File: config.mk
export PLATFORM = sky130hd
export DESIGN_NAME = biriscv_csr_issue_ctrl
export DESIGN_NICKNAME = d
export VERILOG_FILES = /design/src/rtl/biriscv_csr_issue_ctrl.sv
export SDC_FILE = /design/constraint.sdc
export NUM_CORES = 1
export LEC_CHECK = 0
export ABC_AREA = 1
export ABC_CLOCK_PERIOD_IN_PS = 4100
export CORE_UTILIZATION = 34
export DETAILED_ROUTE_END_ITERATION = 10
export GPL_TIMING_DRIVEN = 1
export PLACE_DENSITY_LB_ADDON = 0.08
export SLEW_MARGIN = 20
export SYNTH_ARGS = -nofsm -noshare
export SYNTH_HDL_FRONTEND = slang
export SYNTH_SLANG_ARGS = --single-unit
File: constraint.sdc
create_clock -name clk_i -period 4.1 [get_ports clk_i]
set_input_delay 0.82 -clock clk_i [delete_from_list [all_inputs] [get_ports clk_i]]
set_output_delay 0.82 -clock clk_i [all_outputs]
set_load 0.1 [all_outputs]
File: src/rtl/biriscv_csr_issue_ctrl.sv
// Serialising issue controller for the shared CSR/system unit: grants one system op at a time,
// strobes the CSR unit once per op, and holds off further issue until writeback plus fence drain.
module biriscv_csr_issue_ctrl #(
    parameter int DRAIN_CYCLES = 2,
    parameter int DRAIN_W      = 2
) (
    input  logic        clk_i,
    input  logic        rst_i,
    input  logic        req0_valid_i,
    input  logic [31:0] req0_opcode_i,
    input  logic [31:0] req0_pc_i,
    input  logic [31:0] req0_ra_operand_i,
    input  logic        req1_valid_i,
    input  logic [31:0] req1_opcode_i,
    input  logic [31:0] req1_pc_i,
    input  logic [31:0] req1_ra_operand_i,
    input  logic        stall_i,
    input  logic        flush_i,
    input  logic        wb_done_i,
    output logic        grant0_o,
    output logic        grant1_o,
    output logic        opcode_valid_o,
    output logic [31:0] opcode_opcode_o,
    output logic [31:0] opcode_pc_o,
    output logic [31:0] opcode_ra_operand_o,
    output logic        busy_o,
    output logic        interrupt_inhibit_o
);

    typedef enum logic [1:0] {
        ST_IDLE  = 2'd0,
        ST_ISSUE = 2'd1,
        ST_WAIT  = 2'd2,
        ST_DRAIN = 2'd3
    } state_t;

    localparam logic               HAS_DRAIN  = (DRAIN_CYCLES > 0);
    localparam logic [DRAIN_W-1:0] DRAIN_LOAD = DRAIN_W'(DRAIN_CYCLES - 1);

    state_t             state_q, state_d;
    logic [DRAIN_W-1:0] drain_cnt_q, drain_cnt_d;
    logic [31:0]        opcode_q, pc_q, ra_q;
    logic               fence_q;

    logic               can_grant;
    logic               grant_any;
    logic [31:0]        sel_opcode, sel_pc, sel_ra;

    // Ops that change memory ordering or translation need the pipe to settle after retire.
    function automatic logic is_fence_class(input logic [31:0] op);
        logic [2:0] f3;
        logic       sys;
        logic       csr_wr;
        f3     = op[14:12];
        sys    = (op[6:0] == 7'b1110011);
        csr_wr = (f3 == 3'b001) || (f3 == 3'b101) ||
                 (((f3 == 3'b010) || (f3 == 3'b011) || (f3 == 3'b110) || (f3 == 3'b111)) &&
                  (op[19:15] != 5'd0));
        is_fence_class = (op[6:0] == 7'b0001111) ||
                         (sys && (f3 == 3'b000) && (op[31:25] == 7'b0001001)) ||
                         (sys && (op[31:20] == 12'h180) && csr_wr);
    endfunction

    assign can_grant = (state_q == ST_IDLE) & ~stall_i & ~flush_i & ~rst_i;
    assign grant0_o  = can_grant & req0_valid_i;
    assign grant1_o  = can_grant & req1_valid_i & ~req0_valid_i;
    assign grant_any = grant0_o | grant1_o;

    assign sel_opcode = req0_valid_i ? req0_opcode_i     : req1_opcode_i;
    assign sel_pc     = req0_valid_i ? req0_pc_i         : req1_pc_i;
    assign sel_ra     = req0_valid_i ? req0_ra_operand_i : req1_ra_operand_i;

    always_comb begin
        state_d     = state_q;
        drain_cnt_d = drain_cnt_q;
        case (state_q)
            ST_IDLE: begin
                if (grant_any) state_d = ST_ISSUE;
            end
            ST_ISSUE: begin
                if (flush_i)       state_d = ST_IDLE;
                else if (!stall_i) state_d = ST_WAIT;
            end
            ST_WAIT: begin
                // A retire reported in the same cycle as a squash still counts as a retire.
                if (wb_done_i) begin
                    if (fence_q && HAS_DRAIN) begin
                        state_d     = ST_DRAIN;
                        drain_cnt_d = DRAIN_LOAD;
                    end else begin
                        state_d = ST_IDLE;
                    end
                end else if (flush_i) begin
                    state_d = ST_IDLE;
                end
            end
            ST_DRAIN: begin
                if (drain_cnt_q == '0) state_d = ST_IDLE;
                else                   drain_cnt_d = drain_cnt_q - DRAIN_W'(1);
            end
            default: state_d = ST_IDLE;
        endcase
    end

    always_ff @(posedge clk_i or posedge rst_i) begin
        if (rst_i) begin
            state_q     <= ST_IDLE;
            drain_cnt_q <= '0;
            opcode_q    <= '0;
            pc_q        <= '0;
            ra_q        <= '0;
            fence_q     <= 1'b0;
        end else begin
            state_q     <= state_d;
            drain_cnt_q <= drain_cnt_d;
            if (grant_any) begin
                opcode_q <= sel_opcode;
                pc_q     <= sel_pc;
                ra_q     <= sel_ra;
                fence_q  <= is_fence_class(sel_opcode);
            end
        end
    end

    assign opcode_valid_o      = (state_q == ST_ISSUE) & ~stall_i & ~flush_i;
    assign opcode_opcode_o     = opcode_q;
    assign opcode_pc_o         = pc_q;
    assign opcode_ra_operand_o = ra_q;
    assign busy_o              = (state_q != ST_IDLE);
    assign interrupt_inhibit_o = busy_o | req0_valid_i | req1_valid_i;

endmodule

==> impl_results.md <==
- Yosys cell types: 23
- Top cells by area, synth: dfrtp_1 51%, nand2_1 18%, a31oi_1 11%
- Worst Path Required: 3.28 ns
- DRC: 0
- Post-synth EDFFs: 0
- Fin crit share: 69.0%
- Vias in the first global route: 5074
- Crit. End Element: output port
- Crit path kind: flip-flop to output port
- CTS max path bufs: 2
- CTS tree: done
- Worst skew pair latency: 0.34 ns
- Initial antenna violation count: 0
- FP Rows: 43
- Syn. warnings: 0
- Setup violators final: 0
- Synth cell count leaders: 238 x nand2_1, 112 x nor2_1, 101 x dfrtp_1, 84 x a31oi_1, 22 x inv_1
- #FFs+latches synth: between 100 and 150
- Max-cap violation count: 0
- Root Driver: clkbuf_16
- Gr usage total: 22.4%
- Fmax: between 300 and 400 MHz
- Setup TNS: 0 ns
- Fraction of layout cells with a size suffix above 1: 4.13%
- Most instantiated library cell after synthesis: nand2_1
- Status: finished clean
- Synth Cell Area: 0.00491 mm²
- RSZ-0062 raised after global routing: false
- Min Tclk post-route: 2.83 ns
- Top cell type's share of synthesized area: 51.5%
- Net count, final: 1117
- TritonCTS buffer count: 9
- Critical path startpoint category: flip-flop
- Congestion Overflow GR: 0
- Mapped Cells: 640
- Total iterations of the first detailed-routing run: 5
- Max-slew violations: 0
- Seq/Total Area, Yosys: 51.5%
- PostCTS Resize Cnt: 0
- First-pass GRT wire length: 25.5 mm
- HP Class: flip-flop to flip-flop
- FFs w/ async S/R, synth: 100%
- Synth Flop Type: dfrtp_1
- Worst slew pin tran: about 1.1 ns
- Via count: ~5300
- GPL Wtd Cong: 0.836
- Diode count: 0
- Wire per inst: 15.3 µm
- Vias per cell: between 4 and 5
- Initial drt markers: 290
- Die width: 122 µm
- Final ANT Viol Nets: 0
- Worst-path clk slew: 0.07 ns
- Die area: 0.0149 mm²
- Skew final: 0.00802 ns
- Post-Route WL: about 17 mm
- Synthesized Nets: 840
- Number of setup buffers added after CTS: 0
- Die height: 122 µm
- IO Port Bufs: 299
- I/O pin count: 300
- Starting density of the core: 35.1%
- Worst Hold Slack: 0.479 ns
- Hold-fix buffers, CTS: 0
- Worst slew margin: 28.5%
- CP Max Fanout: 4
- Clock sink count: 101
- Largest net degree at the start of global routing: 102
- Max H-tree Level: 3
- CP arrival: around 2 ns
- Avg Cell Area, Syn: about 7.7 µm²
- HPWL Detailed: 12.4 mm
- Core footprint: 0.0140 mm²
- Final Hold Fails: 0
- Synth area leader: dfrtp_1
- Area grow syn2layout: 68.8%
-- state kept, by name, summed over array words and instances, names as in the netlist --
| register | cells |
|---|---|
| opcode_opcode_o | 32 |
| opcode_pc_o | 32 |
| opcode_ra_operand_o | 32 |
| drain_cnt_q | 2 |
| state_q | 2 |
| fence_q | 1 |
-- kinds of logic after synthesis --
kind of cell             share of synthesized area, %
buffers and inverters                            6.73
AO/OA/AOI/OAI                                    13.4
adder cells (fa/ha/maj)                         0.255
AND/OR/NAND/NOR                                  28.2
flip-flops                                       51.5
-- final cells by class --
| class | count | area, µm² |
|---|---|---|
| clock buffer | 11 | 253 |
| clock inverter | 4 | 47.5 |
| fill | 1287 | 5700 |
| inverter | 27 | 105 |
| multi-input combinational | 471 | 2050 |
| sequential | 101 | 2530 |
| tap | 180 | 225 |
| timing repair buffer | 307 | 3080 |
-- worst max-delay path: stages, from the launching register on --
cell	delay, ns
dfrtp_1	0.36
inv_2	0.06
nand2_2	0.09
clkdlybuf4s50_1	1.15
-- per-stage QoR --
stage | worst slack, ns | cell area [µm²] | utilization [%] | cells
5_1_grt | 1.16 | 8290 | 59.2 | 1101
2_1_floorplan | -0.169 | 4910 | - | 640
6_report | 1.27 | 8290 | 59.2 | 1101
4_1_cts | 1.21 | 8290 | 59.2 | 1101
3_5_place_dp | 1.19 | 7990 | 57.1 | 1086
3_3_place_gp | 1.22 | 7990 | 57.1 | 1086
-- per-layer routing --
| layer | up-vias | global-route usage [%] | routed length, µm |
|---|---|---|---|
| met5 | - | 0 | 0 |
| met4 | 0 | 8.00 | 345 |
| met3 | 21 | 7.07 | 1490 |
| met2 | 203 | 39.0 | 8270 |
| met1 | 2472 | 25.7 | 6700 |
| li1 | 2632 | - | - |
-- final timing paths --
path | depth (start not counted) | slack (ns) | end | start
hold reg to reg | 1 | 0.48 | drain_cnt_q[0]$_DFFE_PP0P_ | drain_cnt_q[0]$_DFFE_PP0P_
setup reg to reg | 8 | 1.99 | fence_q$_DFFE_PP0P_ | state_q[1]$_DFFE_PP0P_
hold / removal | 1 | 0.48 | drain_cnt_q[0]$_DFFE_PP0P_ | drain_cnt_q[0]$_DFFE_PP0P_
min in group asynchronous | 3 | 1.03 | opcode_opcode_o[10]$_DFFE_PP0P_ | rst_i
setup / recovery | 3 | 1.27 | busy_o | state_q[1]$_DFFE_PP0P_
max in group asynchronous | 4 | 1.86 | opcode_ra_operand_o[2]$_DFFE_PP0P_ | rst_i
-- placed cells by master, fill, tap and decap left out, types with 2 or more instances in the layout --
cell type,count
clkbuf_16,9
dfrtp_1,101
nor2_1,112
clkbuf_8,2
buf_12,3
clkinvlp_4,2
inv_2,5
o21ai_1,14
clkinv_2,2
buf_4,10
nand2_1,238
inv_1,21
nor3_1,4
clkdlybuf4s50_1,294
o21ai_0,6
a31oi_1,84
a21oi_1,3
nand3_1,3
Power is not shown: default switching activity piles up to over one toggle a cycle in this logic, so the estimate is an artifact.
